<file path="src/rtl/amp_cfg_sequencer_if.sv">
// Write (and optional readback) bus between the config sequencer and the
// amp control-bus master.
//   master : sequencer side, drives requests and samples ack/nak/read data
//   slave  : bus-master side, drives ack/nak/read data
// Readback signals exist only when AMP_CFG_READBACK_EN is defined.
interface amp_cfg_sequencer_if #(
    parameter int ADDR_W = 8,
    parameter int DATA_W = 8
);
    logic              wr_req_out;
    logic [ADDR_W-1:0] wr_addr_out;
    logic [DATA_W-1:0] wr_data_out;
    logic              wr_ack_in;
    logic              wr_nak_in;
`ifdef AMP_CFG_READBACK_EN
    logic              rd_req_out;
    logic [ADDR_W-1:0] rd_addr_out;
    logic              rd_ack_in;
    logic [DATA_W-1:0] rd_data_in;

    modport master (
        output wr_req_out, wr_addr_out, wr_data_out, rd_req_out, rd_addr_out,
        input  wr_ack_in, wr_nak_in, rd_ack_in, rd_data_in
    );
    modport slave (
        input  wr_req_out, wr_addr_out, wr_data_out, rd_req_out, rd_addr_out,
        output wr_ack_in, wr_nak_in, rd_ack_in, rd_data_in
    );
`else
    modport master (
        output wr_req_out, wr_addr_out, wr_data_out,
        input  wr_ack_in, wr_nak_in
    );
    modport slave (
        input  wr_req_out, wr_addr_out, wr_data_out,
        output wr_ack_in, wr_nak_in
    );
`endif
endinterface

</file>
<file path="src/rtl/amp_cfg_sequencer.sv">
// amp_cfg_sequencer: walks a table of amplifier register writes and issues
// them one at a time over a req/ack write port, with per-entry retries, a
// bus timeout and abort on start_in low.
// Optional feature macro: AMP_CFG_READBACK_EN (adds VERIFY readback state).
// Ports:
//   clk_in, resetb        clock, async active-low reset
//   start_in              level; rising edge starts, low while busy aborts
//   tbl_idx_out           table index; tbl_addr_in/tbl_data_in read back comb.
//   bus (master modport)  write request/ack/nak (+ readback when enabled)
//   busy_out/done_out/error_out/fail_idx_out   status to amp state control
//
// state  | meaning
// IDLE   | waiting for a start edge
// FETCH  | latch table entry at idx, load timeout
// REQ    | write request held until ack, nak or timeout
// VERIFY | readback of the written entry (AMP_CFG_READBACK_EN only)
// RETRY  | retry the same entry or give up
// NEXT   | advance idx or finish
// DONE   | all entries written, wait for start edge
// ERROR  | entry failed after retries, wait for start edge
module amp_cfg_sequencer #(
    parameter int NUM_WRITES  = 8,
    parameter int ADDR_W      = 8,
    parameter int DATA_W      = 8,
    parameter int TIMEOUT_CYC = 1024,
    parameter int MAX_RETRY   = 3,
    localparam int IDX_W = (NUM_WRITES > 1) ? $clog2(NUM_WRITES) : 1
) (
    input  logic               clk_in,
    input  logic               resetb,
    input  logic               start_in,
    output logic [IDX_W-1:0]   tbl_idx_out,
    input  logic [ADDR_W-1:0]  tbl_addr_in,
    input  logic [DATA_W-1:0]  tbl_data_in,
    amp_cfg_sequencer_if.master bus,
    output logic               busy_out,
    output logic               done_out,
    output logic               error_out,
    output logic [IDX_W-1:0]   fail_idx_out
);
    localparam int RTY_W = (MAX_RETRY > 0) ? $clog2(MAX_RETRY + 1) : 1;
    localparam int TMO_W = $clog2(TIMEOUT_CYC);
    localparam logic [TMO_W-1:0] TMO_LOAD = TMO_W'(TIMEOUT_CYC - 1);
    localparam logic [IDX_W-1:0] IDX_LAST = IDX_W'(NUM_WRITES - 1);

    typedef enum logic [2:0] {
        S_IDLE   = 3'd0,
        S_FETCH  = 3'd1,
        S_REQ    = 3'd2,
        S_RETRY  = 3'd3,
        S_NEXT   = 3'd4,
        S_DONE   = 3'd5,
`ifdef AMP_CFG_READBACK_EN
        S_ERROR  = 3'd6,
        S_VERIFY = 3'd7
`else
        S_ERROR  = 3'd6
`endif
    } state_t;

    state_t            state_q, state_d;
    logic              start_q, start_d;
    logic              abort_q, abort_d;
    logic [IDX_W-1:0]  idx_q, idx_d;
    logic [RTY_W-1:0]  retry_q, retry_d;
    logic [TMO_W-1:0]  tmo_q, tmo_d;
    logic [ADDR_W-1:0] addr_q, addr_d;
    logic [DATA_W-1:0] data_q, data_d;
    logic [IDX_W-1:0]  fail_idx_q, fail_idx_d;

    logic start_edge;
    logic abort_now;
    logic tmo_done;
    logic busy;

    always_ff @(posedge clk_in or negedge resetb) begin
        if (!resetb) begin
            state_q    <= S_IDLE;
            start_q    <= 1'b0;
            abort_q    <= 1'b0;
            idx_q      <= '0;
            retry_q    <= '0;
            tmo_q      <= '0;
            addr_q     <= '0;
            data_q     <= '0;
            fail_idx_q <= '0;
        end else begin
            state_q    <= state_d;
            start_q    <= start_d;
            abort_q    <= abort_d;
            idx_q      <= idx_d;
            retry_q    <= retry_d;
            tmo_q      <= tmo_d;
            addr_q     <= addr_d;
            data_q     <= data_d;
            fail_idx_q <= fail_idx_d;
        end
    end

    always_comb begin
        state_d    = state_q;
        start_d    = start_in;
        abort_d    = abort_q;
        idx_d      = idx_q;
        retry_d    = retry_q;
        tmo_d      = tmo_q;
        addr_d     = addr_q;
        data_d     = data_q;
        fail_idx_d = fail_idx_q;

        start_edge = start_in & ~start_q;
        busy       = (state_q == S_FETCH) || (state_q == S_REQ) ||
                     (state_q == S_RETRY) || (state_q == S_NEXT);
`ifdef AMP_CFG_READBACK_EN
        busy       = busy || (state_q == S_VERIFY);
`endif
        // Abort is sticky so a re-raised start during a pending handshake
        // still ends the sequence once the handshake completes.
        if (busy && !start_in) begin
            abort_d = 1'b1;
        end
        abort_now = abort_q | ~start_in;
        tmo_done  = (tmo_q == '0);

        case (state_q)
            S_IDLE, S_DONE, S_ERROR: begin
                if (start_edge) begin
                    state_d = S_FETCH;
                    idx_d   = '0;
                    retry_d = '0;
                    abort_d = 1'b0;
                end
            end
            S_FETCH: begin
                if (abort_now) begin
                    state_d = S_IDLE;
                    abort_d = 1'b0;
                end else begin
                    addr_d  = tbl_addr_in;
                    data_d  = tbl_data_in;
                    tmo_d   = TMO_LOAD;
                    state_d = S_REQ;
                end
            end
            S_REQ: begin
                // ack has priority over a simultaneous nak
                if (bus.wr_ack_in) begin
                    if (abort_now) begin
                        state_d = S_IDLE;
                        abort_d = 1'b0;
                    end else begin
`ifdef AMP_CFG_READBACK_EN
                        tmo_d   = TMO_LOAD;
                        state_d = S_VERIFY;
`else
                        state_d = S_NEXT;
`endif
                    end
                end else if (bus.wr_nak_in || tmo_done) begin
                    if (abort_now) begin
                        state_d = S_IDLE;
                        abort_d = 1'b0;
                    end else begin
                        state_d = S_RETRY;
                    end
                end else begin
                    tmo_d = tmo_q - TMO_W'(1);
                end
            end
`ifdef AMP_CFG_READBACK_EN
            S_VERIFY: begin
                if (bus.rd_ack_in || tmo_done) begin
                    if (abort_now) begin
                        state_d = S_IDLE;
                        abort_d = 1'b0;
                    end else if (bus.rd_ack_in && (bus.rd_data_in == data_q)) begin
                        state_d = S_NEXT;
                    end else begin
                        state_d = S_RETRY;
                    end
                end else begin
                    tmo_d = tmo_q - TMO_W'(1);
                end
            end
`endif
            S_RETRY: begin
                if (abort_now) begin
                    state_d = S_IDLE;
                    abort_d = 1'b0;
                end else if (retry_q < RTY_W'(MAX_RETRY)) begin
                    retry_d = retry_q + RTY_W'(1);
                    tmo_d   = TMO_LOAD;
                    state_d = S_REQ;
                end else begin
                    fail_idx_d = idx_q;
                    state_d    = S_ERROR;
                end
            end
            S_NEXT: begin
                retry_d = '0;
                if (abort_now) begin
                    state_d = S_IDLE;
                    abort_d = 1'b0;
                end else if (idx_q == IDX_LAST) begin
                    state_d = S_DONE;
                end else begin
                    idx_d   = idx_q + IDX_W'(1);
                    state_d = S_FETCH;
                end
            end
            default: state_d = S_IDLE;
        endcase
    end

    assign tbl_idx_out     = idx_q;
    assign bus.wr_req_out  = (state_q == S_REQ);
    assign bus.wr_addr_out = addr_q;
    assign bus.wr_data_out = data_q;
`ifdef AMP_CFG_READBACK_EN
    assign bus.rd_req_out  = (state_q == S_VERIFY);
    assign bus.rd_addr_out = addr_q;
`endif
    assign busy_out        = busy;
    assign done_out        = (state_q == S_DONE);
    assign error_out       = (state_q == S_ERROR);
    assign fail_idx_out    = fail_idx_q;

endmodule

</file>
<file path="src/flat_wrapper.sv">
// flat-port wrapper written by rule: the top's interface ports become plain ports
module amp_cfg_sequencer_flat 
#(
    parameter int NUM_WRITES  = 8,
    parameter int ADDR_W      = 8,
    parameter int DATA_W      = 8,
    parameter int TIMEOUT_CYC = 1024,
    parameter int MAX_RETRY   = 3,
    localparam int IDX_W = (NUM_WRITES > 1) ? $clog2(NUM_WRITES) : 1
)
  (clk_in, resetb, start_in, tbl_idx_out, tbl_addr_in, tbl_data_in, busy_out, done_out, error_out, fail_idx_out, bus_wr_req_out, bus_wr_addr_out, bus_wr_data_out, bus_wr_ack_in, bus_wr_nak_in);
  amp_cfg_sequencer_if #(.ADDR_W(ADDR_W), .DATA_W(DATA_W)) bus_i ();
  input  logic clk_in;
  input  logic resetb;
  input  logic start_in;
  output logic [IDX_W-1:0] tbl_idx_out;
  input  logic [ADDR_W-1:0] tbl_addr_in;
  input  logic [DATA_W-1:0] tbl_data_in;
  output logic busy_out;
  output logic done_out;
  output logic error_out;
  output logic [IDX_W-1:0] fail_idx_out;
  output wire logic [$bits(bus_i.wr_req_out)-1:0] bus_wr_req_out;
  output wire logic [$bits(bus_i.wr_addr_out)-1:0] bus_wr_addr_out;
  output wire logic [$bits(bus_i.wr_data_out)-1:0] bus_wr_data_out;
  input wire logic [$bits(bus_i.wr_ack_in)-1:0] bus_wr_ack_in;
  input wire logic [$bits(bus_i.wr_nak_in)-1:0] bus_wr_nak_in;
  assign bus_wr_req_out = bus_i.wr_req_out;
  assign bus_wr_addr_out = bus_i.wr_addr_out;
  assign bus_wr_data_out = bus_i.wr_data_out;
  assign bus_i.wr_ack_in = bus_wr_ack_in;
  assign bus_i.wr_nak_in = bus_wr_nak_in;
  amp_cfg_sequencer #(.NUM_WRITES(NUM_WRITES), .ADDR_W(ADDR_W), .DATA_W(DATA_W), .TIMEOUT_CYC(TIMEOUT_CYC), .MAX_RETRY(MAX_RETRY)) u_core (.clk_in(clk_in), .resetb(resetb), .start_in(start_in), .tbl_idx_out(tbl_idx_out), .tbl_addr_in(tbl_addr_in), .tbl_data_in(tbl_data_in), .bus(bus_i), .busy_out(busy_out), .done_out(done_out), .error_out(error_out), .fail_idx_out(fail_idx_out));
endmodule
</file>
<file path="config.mk">
export PLATFORM = sky130hd
export DESIGN_NAME = amp_cfg_sequencer_flat
export DESIGN_NICKNAME = d
export VERILOG_FILES = /design/src/rtl/amp_cfg_sequencer_if.sv /design/src/rtl/amp_cfg_sequencer.sv /design/src/flat_wrapper.sv
export SDC_FILE = /design/constraint.sdc
export NUM_CORES = 1
export LEC_CHECK = 0
export CAP_MARGIN = 20
export CORE_MARGIN = 8
export CORE_UTILIZATION = 45
export CTS_CLUSTER_DIAMETER = 60
export DETAILED_ROUTE_END_ITERATION = 10
export PLACE_DENSITY = 0.73
export SYNTH_ARGS = -nofsm -noshare
export SYNTH_HDL_FRONTEND = slang
export SYNTH_SLANG_ARGS = --single-unit
</file>
<file path="constraint.sdc">
create_clock -name clk_in -period 2.8 [get_ports clk_in]
set_clock_uncertainty 0.2 [all_clocks]
set_input_delay 0.56 -clock clk_in [delete_from_list [all_inputs] [get_ports clk_in]]
set_output_delay 0.56 -clock clk_in [all_outputs]
set_load 0.01 [all_outputs]
</file>
==> results.toml, run 1 <==
[global_routing]
grt_max_degree = 40
grt_pass1_wl_um = 7670
grt_pass1_vias = 1556
grt-ovfl-total = 0
grt.total_usage_pct = 13.2
antenna_found_initial = 0

[timing]
timing.final.crit_share_pct = 93.0
fmax_mhz = 384
setup_violations = 0
grt_setup_unrepaired = "false"
layout_min_cycle_time_ns = 2.61
slew_headroom_pct = 43.2
worst_slew_pin_slew_ns = 0.852
timing.setup.tns_ns = 0
hold_viol_final = 0
slew_viol_final = 0

[routing]
detail_route.wl_per_cell_um = 15.4
dr.first_iter.drc_count = 100
via_count = 1582
ant_nets = 0
vias_per_cell = 5.47
drtPass1Iterations = 4
wl_um = 4450
drcViolationCount = 0

[synth]
synth_top_flop_cell = "dfrtp_1"
ys_async_sr_fraction_pct = 100
synth_area_per_cell_sq_um = 11.1
syn-num-nets = 209
ys_seq_area_share_pct = 47.9
synth_warnings = 0
syn_area_sq_mm = 0.00204
synth_edf_count = 0
ys_seq_elements = 39
netlist_instances = 183
ys_types = 50

[placed_design]
dp_hpwl_um = 3310
dp.cells = 281
numPortBuffers = 46
gp_congestion = 0.803

[floorplan]
die_h_um = 83.3
boundaryPins = 47
core_sq_mm = 0.00435
rows = 24
initial_utilization_pct = 46.8
die_w_um = 83.3
die_area_sq_mm = 0.00694

[worst_setup_path]
r2r_slack_ns = 0.47
critPathMaxFanout = 11
crit_arrival_ns = 1.85
crit_type = "flip-flop to output pin"
required_ns = 2.04
start_kind = "flip-flop"
cp-end-kind = "output pin"

[clock_network]
cts-buffers-inserted = 5
cts_resized = 0
cts_sinks = 39
root_buffer = "clkbuf_8"
htreeDepth = 2
post_cts_buffers = 0
worstSkewPairLatency_ns = 0.29
cts_tree = "built"
path_clk_slew_ns = 0.08
cts_max_path_buffers = 2
cts-hold-fix-buffers = 0

[layout]
area_growth_pct = 32.2
final_cell_mix = "45 x clkdlybuf4s50_1, 39 x dfrtp_1, 20 x mux2_1"
layout.nets = 262
instances_no_fill = 289
drive_gt1_share_pct = 11.8
n_antenna_cell = 0
final_common_cell = "clkdlybuf4s50_1"

[status]
outcome = "finished clean"

[job]
cap_violations = 0

[power]
cellLeakagePower_nw = 1.16
cellPowerDensity_mw_per_mm2 = 894
irDropWorstVdd_v = 0.000454

[min_path]
hold_path.class = "input pin to async pin"
## cells in the mapped netlist (3+ instances only)
cell | number | share of area, %
a211oi_1 | 4 | 1.5
a22o_1 | 3 | 1.3
a31oi_1 | 5 | 1.5
and4_1 | 6 | 2.6
dfrtp_1 | 39 | 48
ha_1 | 5 | 3.1
inv_1 | 5 | 0.92
mux2_1 | 20 | 11
nand2_1 | 12 | 2.2
nand3_1 | 3 | 0.74
nor2_1 | 19 | 3.5
nor2b_1 | 5 | 1.5
nor3_1 | 3 | 0.74
nor4_1 | 3 | 0.92
o21ai_1 | 6 | 1.5
## routing by layer
| metal | global-route usage (%) | up-vias | share of wire [%] |
|---|---|---|---|
| li1 | - | 775 | - |
| met2 | 19.4 | 39 | 46 |
| met4 | 5.27 | 0 | 1.2 |
| met5 | 0 | - | 0 |
| met1 | 17.4 | 764 | 48 |
| met3 | 4.00 | 4 | 5.3 |
## cells by family (layout without fill, tap and decap cells)
| logic type | count (synthesis) | in the layout | share of synthesized area, % |
|---|---|---|---|
| compound gates | 35 | 35 | 12.3 |
| mux | 20 | 20 | 11.1 |
| flops | 39 | 39 | 47.9 |
| buf+inv | 14 | 68 | 3.99 |
| fa+ha+maj | 5 | 5 | 3.07 |
| simple gates | 68 | 68 | 20.8 |
| xor+xnor | 2 | 2 | 0.860 |
## worst max-delay path, cell delays in order, from the launching register on
cell	delay, ns
dfrtp_1	0.49
buf_4	0.21
nand3b_2	0.24
inv_1	0.08
clkdlybuf4s50_1	0.54
## path summary, 6_finish.rpt
kind | cells past startpoint | from | endpoint
max | 4 | u_core.state_q[1] | done_out
max reg2reg | 8 | u_core.tmo_q[0] | u_core.tmo_q[7]
min in group clk_in | 1 | u_core.bus.wr_data_out[7] | u_core.bus.wr_data_out[7]
max in group asynchronous | 1 | resetb | u_core.bus.wr_data_out[4]
min reg2reg | 1 | u_core.bus.wr_data_out[7] | u_core.bus.wr_data_out[7]
min | 1 | resetb | u_core.fail_idx_out[2]
## power by group
group | leakage [nW] | internal (mW) | switching [mW]
logic | 0.648 | 0.577 | 0.473
registers | 0.453 | 0.736 | 0.135
clock network | 0.0612 | 0.288 | 0.199
total | 1.16 | 1.60 | 0.807
## layout make-up
cell class              instances  area (sq um)
clock buffers                   6          82.6
clock inverters                 2          35.0
fillers                       368          1660
inverters                       5          18.8
multi-input cells             130           980
flip-flops and latches         39           976
well taps                      52          65.1
repair buffers                 55           536
## flip-flops by register name (all words and copies together), names as in the netlist
register,flops
u_core.tmo_q,10
u_core.bus.wr_addr_out,8
u_core.bus.wr_data_out,8
u_core.fail_idx_out,3
u_core.state_q,3
u_core.tbl_idx_out,3
u_core.retry_q,2
u_core.abort_q,1
u_core.start_q,1
## stage by stage
stage,util (%),power (mW),hold slack [ns],cell area [sq um],setup WS [ns]
2_1_floorplan,-,1.46,0.0644,2040,0.682
4_1_cts,61.8,2.43,0.213,2690,0.188
6_report,61.8,2.41,0.167,2690,0.195
3_5_place_dp,59.1,1.94,0.274,2570,0.227
5_1_grt,61.8,2.57,0.256,2690,0.0804
3_3_place_gp,59.1,1.92,0.266,2570,0.253
No activity file was read; power rests on OpenSTA's default activity.
==> run 2: changes to the inputs <==
--- a/config.mk
+++ b/config.mk
@@ -10,6 +10,7 @@
 export CORE_UTILIZATION = 45
 export CTS_CLUSTER_DIAMETER = 60
 export DETAILED_ROUTE_END_ITERATION = 10
+export GPL_TIMING_DRIVEN = 0
 export PLACE_DENSITY = 0.73
 export SYNTH_ARGS = -nofsm -noshare
 export SYNTH_HDL_FRONTEND = slang
==> constraint.sdc (replaced) <==
create_clock -name clk_in -period 3.05 [get_ports clk_in]
set_clock_uncertainty 0.2 [all_clocks]
set_input_delay 0.61 -clock clk_in [delete_from_list [all_inputs] [get_ports clk_in]]
set_output_delay 0.61 -clock clk_in [all_outputs]
set_load 0.01 [all_outputs]
==> results.toml, run 2 (synthesis gave the netlist of run 1 again) <==
[timing]
setup_violations = 0
slew_viol_final = 0
fmax_mhz = 364
timing.final.crit_share_pct = 90.0
grt_setup_unrepaired = "false"
worst_slew_pin_slew_ns = 0.856
fin_ws_ns = 0.304
layout_min_cycle_time_ns = 2.75
hold_viol_final = 0
slew_headroom_pct = 42.9

[floorplan]
die_area_sq_mm = 0.00694
boundaryPins = 47
die_h_um = 83.3
rows = 24
initial_utilization_pct = 46.8
die_w_um = 83.3
core_sq_mm = 0.00435

[placed_design]
numPortBuffers = 46
dpl_worst_slack_ns = -0.0196
dp_hpwl_um = 3210
gp_congestion = 0.812

[layout]
final_cell_mix = "45 x clkdlybuf4s50_1, 39 x dfrtp_1, 20 x mux2_1"
final_common_cell = "clkdlybuf4s50_1"
layout.nets = 262
area_growth_pct = 29.7
largest_reg_flops = 10
drive_gt1_share_pct = 11.0
n_antenna_cell = 0
regMostFlops = "u_core.tmo_q"

[worst_setup_path]
required_ns = 3.02
crit_type = "input pin to flip-flop"
start_kind = "input pin"
critPathMaxFanout = 10
cp_slowest_cell = "clkdlybuf4s50_1"
cp-end-kind = "flip-flop"
crit_arrival_ns = 2.72
critical_path.cell_chain = "clkdlybuf4s50_1 > nand2b_1 > nor3b_2 > nor2b_1 > buf_2 > buf_4 > mux2_1"
cp_slowest_stage_delay_ns = 0.65

[min_path]
hold_path.class = "input pin to async pin"

[global_routing]
grt-ovfl-total = 0
grt.total_usage_pct = 12.8
grt_pass1_wl_um = 7490
grt_max_degree = 40
grt_pass1_vias = 1591
antenna_found_initial = 0

[clock_network]
cts-buffers-inserted = 5
cts_sinks = 39
cts_tree = "built"
htreeDepth = 2
cts_max_path_buffers = 2
cts-hold-fix-buffers = 0
post_cts_buffers = 0
worstSkewPairLatency_ns = 0.29
cts_resized = 0
root_buffer = "clkbuf_8"
path_clk_slew_ns = 0.08

[routing]
drcViolationCount = 0
ant_nets = 0
via_count = 1607
detail_route.wl_per_cell_um = 15.1
dr.first_iter.drc_count = 75
wl_um = 4360
vias_per_cell = 5.56
drtPass1Iterations = 4

[power]
cellLeakagePower_nw = 1.14
irDropWorstVdd_v = 0.000314
cellPowerDensity_mw_per_mm2 = 788
total_power_mw = 2.08

[status]
outcome = "finished clean"

[job]
cap_violations = 0
## run 2: cell count changes in the layout (fill, tap and decap cells not counted)
cell,previous run,this run
clkbuf_1,0,2
clkinv_2,1,3
buf_6,0,2
bufinv_16,1,0
buf_4,8,1
buf_12,1,0
buf_2,1,3
clkbuf_8,6,5
clkbuf_4,0,2
## run 2: worst max-delay path, delay by kind of cell
family / cells / cell delay [ns]
AND/OR/NAND/NOR: 3 / 0.70
multiplexers: 1 / 0.34
buffers and inverters: 3 / 1.07
## run 2: final cells by class
class                           count  area, sq um
Buffer                              9         62.6
Clock buffer                        5         68.8
Clock inverter                      3         15.0
Fill cell                         375         1710
Inverter                            5         18.8
Multi-Input combinational cell    130          980
Sequential cell                    39          976
Tap cell                           52         65.1
Timing Repair Buffer               46          455
## run 2: path summary, 6_finish.rpt
check	slack (ns)	end	depth (start not counted)	from
hold reg to reg	0.28	u_core.bus.wr_data_out[0]	1	u_core.bus.wr_data_out[0]
hold / removal	0.23	u_core.tmo_q[1]	1	resetb
min in group clk_in	0.28	u_core.bus.wr_data_out[0]	1	u_core.bus.wr_data_out[0]
max in group asynchronous	1.88	u_core.bus.wr_data_out[0]	1	resetb
setup / recovery	0.30	u_core.bus.wr_data_out[1]	7	start_in
setup reg to reg	0.78	u_core.state_q[0]	7	u_core.tmo_q[0]
## run 2: metrics by stage
step / TNS (ns) / cells / util (%) / hold slack [ns] / area, sq um
after global placement: 0 / 281 / 58.9 / 0.267 / 2560
after CTS: 0 / 289 / 60.7 / 0.253 / 2640
after floorplan: 0 / 183 / - / 0.114 / 2040
final: 0 / 289 / 60.7 / 0.229 / 2640
after global routing: 0 / 289 / 60.7 / 0.279 / 2640
after detailed placement: -0.115 / 281 / 58.7 / 0.274 / 2560
## run 2: layer usage
layer	track usage, %	share of wire, %	up-vias	wire length, um
met2	20.7	49	36	2110
met3	4.10	4.7	6	206
met5	0	0	-	0
li1	-	-	783	-
met1	15.0	45	782	1950
met4	6.07	1.9	0	82
## run 2: power by group
part	switching, mW	internal, mW	total, mW
combinational	0.457	0.524	0.981
clock	0.171	0.156	0.327
sequential	0.0964	0.676	0.773
total	0.724	1.36	2.08
==> run 3: changes to the inputs <==
--- a/config.mk
+++ b/config.mk
@@ -12,6 +12,9 @@
 export DETAILED_ROUTE_END_ITERATION = 10
 export GPL_TIMING_DRIVEN = 0
 export PLACE_DENSITY = 0.73
+export RECOVER_POWER = 50
+export SETUP_SLACK_MARGIN = 0.3
+export SLEW_MARGIN = 20
 export SYNTH_ARGS = -nofsm -noshare
 export SYNTH_HDL_FRONTEND = slang
 export SYNTH_SLANG_ARGS = --single-unit
==> results.toml, run 3 (synthesis gave the netlist of run 1 again) <==
[clock_network]
cts_max_path_buffers = 2
path_clk_slew_ns = 0.07
htreeDepth = 2
cts_tree = "built"
cts_sinks = 39
cts-hold-fix-buffers = 0
root_buffer = "clkbuf_8"
cts-buffers-inserted = 5
worstSkewPairLatency_ns = 0.29

[routing]
via_count = 1617
drcViolationCount = 0
detail_route.wl_per_cell_um = 15.0
vias_per_cell = 5.58
dr.first_iter.drc_count = 90
drtPass1Iterations = 4
wl_um = 4340
ant_nets = 0

[worst_setup_path]
worst_path_dominant_cell_family = "buffers and inverters"
critical_path.cell_chain = "clkbuf_1 > nand3b_2 > inv_1 > clkdlybuf4s50_1"
critPathMaxFanout = 10
r2r-end = "u_core.tmo_q[2]"
r2r_slack_ns = 0.78
crit_type = "flip-flop to output pin"
worstPathBufferInverterCount = 3
required_ns = 2.24
cp_slowest_stage_delay_ns = 0.53
cp_slowest_cell = "clkdlybuf4s50_1"
critical_path.reg2reg.startpoint = "u_core.tmo_q[0]"
start_kind = "flip-flop"
crit_arrival_ns = 1.83
worstRegToRegCells = 8
cp-end-kind = "output pin"

[timing]
fin_ws_ns = 0.411
hold_viol_final = 0
slew_viol_final = 0
grt_setup_unrepaired = "false"
setup_violations = 0
worst_slew_pin_slew_ns = 1.22
slew_headroom_pct = 19.0
timing.final.crit_share_pct = 86.5
fmax_mhz = 379
layout_min_cycle_time_ns = 2.64
timing.setup.tns_ns = 0

[power]
irDropWorstVdd_v = 0.000388
cellLeakagePower_nw = 1.15
cellPowerDensity_mw_per_mm2 = 782

[layout]
final_common_cell = "dfrtp_1"
drive_gt1_share_pct = 10.9
n_antenna_cell = 0
largest_reg_flops = 10
area_growth_pct = 29.8
final_cell_mix = "39 x dfrtp_1, 35 x clkdlybuf4s50_1, 20 x mux2_1"
nFillCells = 376
layout.nets = 263
regMostFlops = "u_core.tmo_q"

[floorplan]
die_area_sq_mm = 0.00694
initial_utilization_pct = 46.8
die_w_um = 83.3
core_sq_mm = 0.00435
rows = 24
die_h_um = 83.3
boundaryPins = 47

[placed_design]
dpl_worst_slack_ns = 0.0124
dp_hpwl_um = 3320
gp_congestion = 0.812
numPortBuffers = 46

[global_routing]
grt-ovfl-total = 0
grt_pass1_wl_um = 7620
grt_pass1_vias = 1600
antenna_found_initial = 0
grt.total_usage_pct = 13.1
grt_max_degree = 24

[status]
outcome = "finished clean"

[min_path]
hold_path.class = "input pin to async pin"

[job]
cap_violations = 0
run 3: routing by layer:
layer	share of wire [%]	track usage, %	wire [um]
met2	47	20.2	2040
met3	6.5	4.69	284
met4	2.1	6.07	92
met1	44	15.8	1930
met5	0	0	0
run 3: final cells by class:
class | instances | area (sq um) | area share [%]
Multi-Input combinational cell | 130 | 982 | 37.2
Sequential cell | 39 | 976 | 36.9
Timing Repair Buffer | 47 | 452 | 17.1
Clock buffer | 5 | 68.8 | 2.60
Buffer | 9 | 66.3 | 2.51
Tap cell | 52 | 65.1 | 2.46
Inverter | 5 | 18.8 | 0.710
Clock inverter | 3 | 15.0 | 0.568
run 3: worst max path at each step:
stage	slack (ns)	to	from	depth (start not counted)
after detailed placement	0.01	u_core.bus.wr_data_out[4]	start_in	7
after global routing	0.27	done_out	u_core.state_q[0]	4
after global placement	0.01	u_core.bus.wr_data_out[4]	start_in	7
after floorplan	0.93	u_core.tmo_q[1]	u_core.tmo_q[0]	7
final	0.41	done_out	u_core.state_q[0]	4
after CTS	0.32	u_core.bus.wr_data_out[0]	start_in	7
run 3: report_power, final:
part	internal [mW]	switching, mW	leakage [nW]	total [mW]
Sequential	0.676	0.0953	0.453	0.771
Combinational	0.507	0.455	0.646	0.962
Clock	0.156	0.178	0.0477	0.334
run 3: what timing repair did:
item / 4_1_cts / 5_1_grt
setup endpoints to repair: 0 / 13
resized for setup: 0 / 7
buffers inserted: 0 / 0
run 3: per-stage QoR:
stage	std cells	util, %	cell area, sq um	power (mW)	hold slack (ns)
after global routing	290	60.7	2640	2.23	0.285
after global placement	281	58.9	2560	1.76	0.267
after CTS	290	61.3	2670	2.12	0.0591
final	290	60.7	2640	2.07	0.221
after floorplan	183	-	2040	1.34	0.114
after detailed placement	282	59.4	2580	1.78	0.275
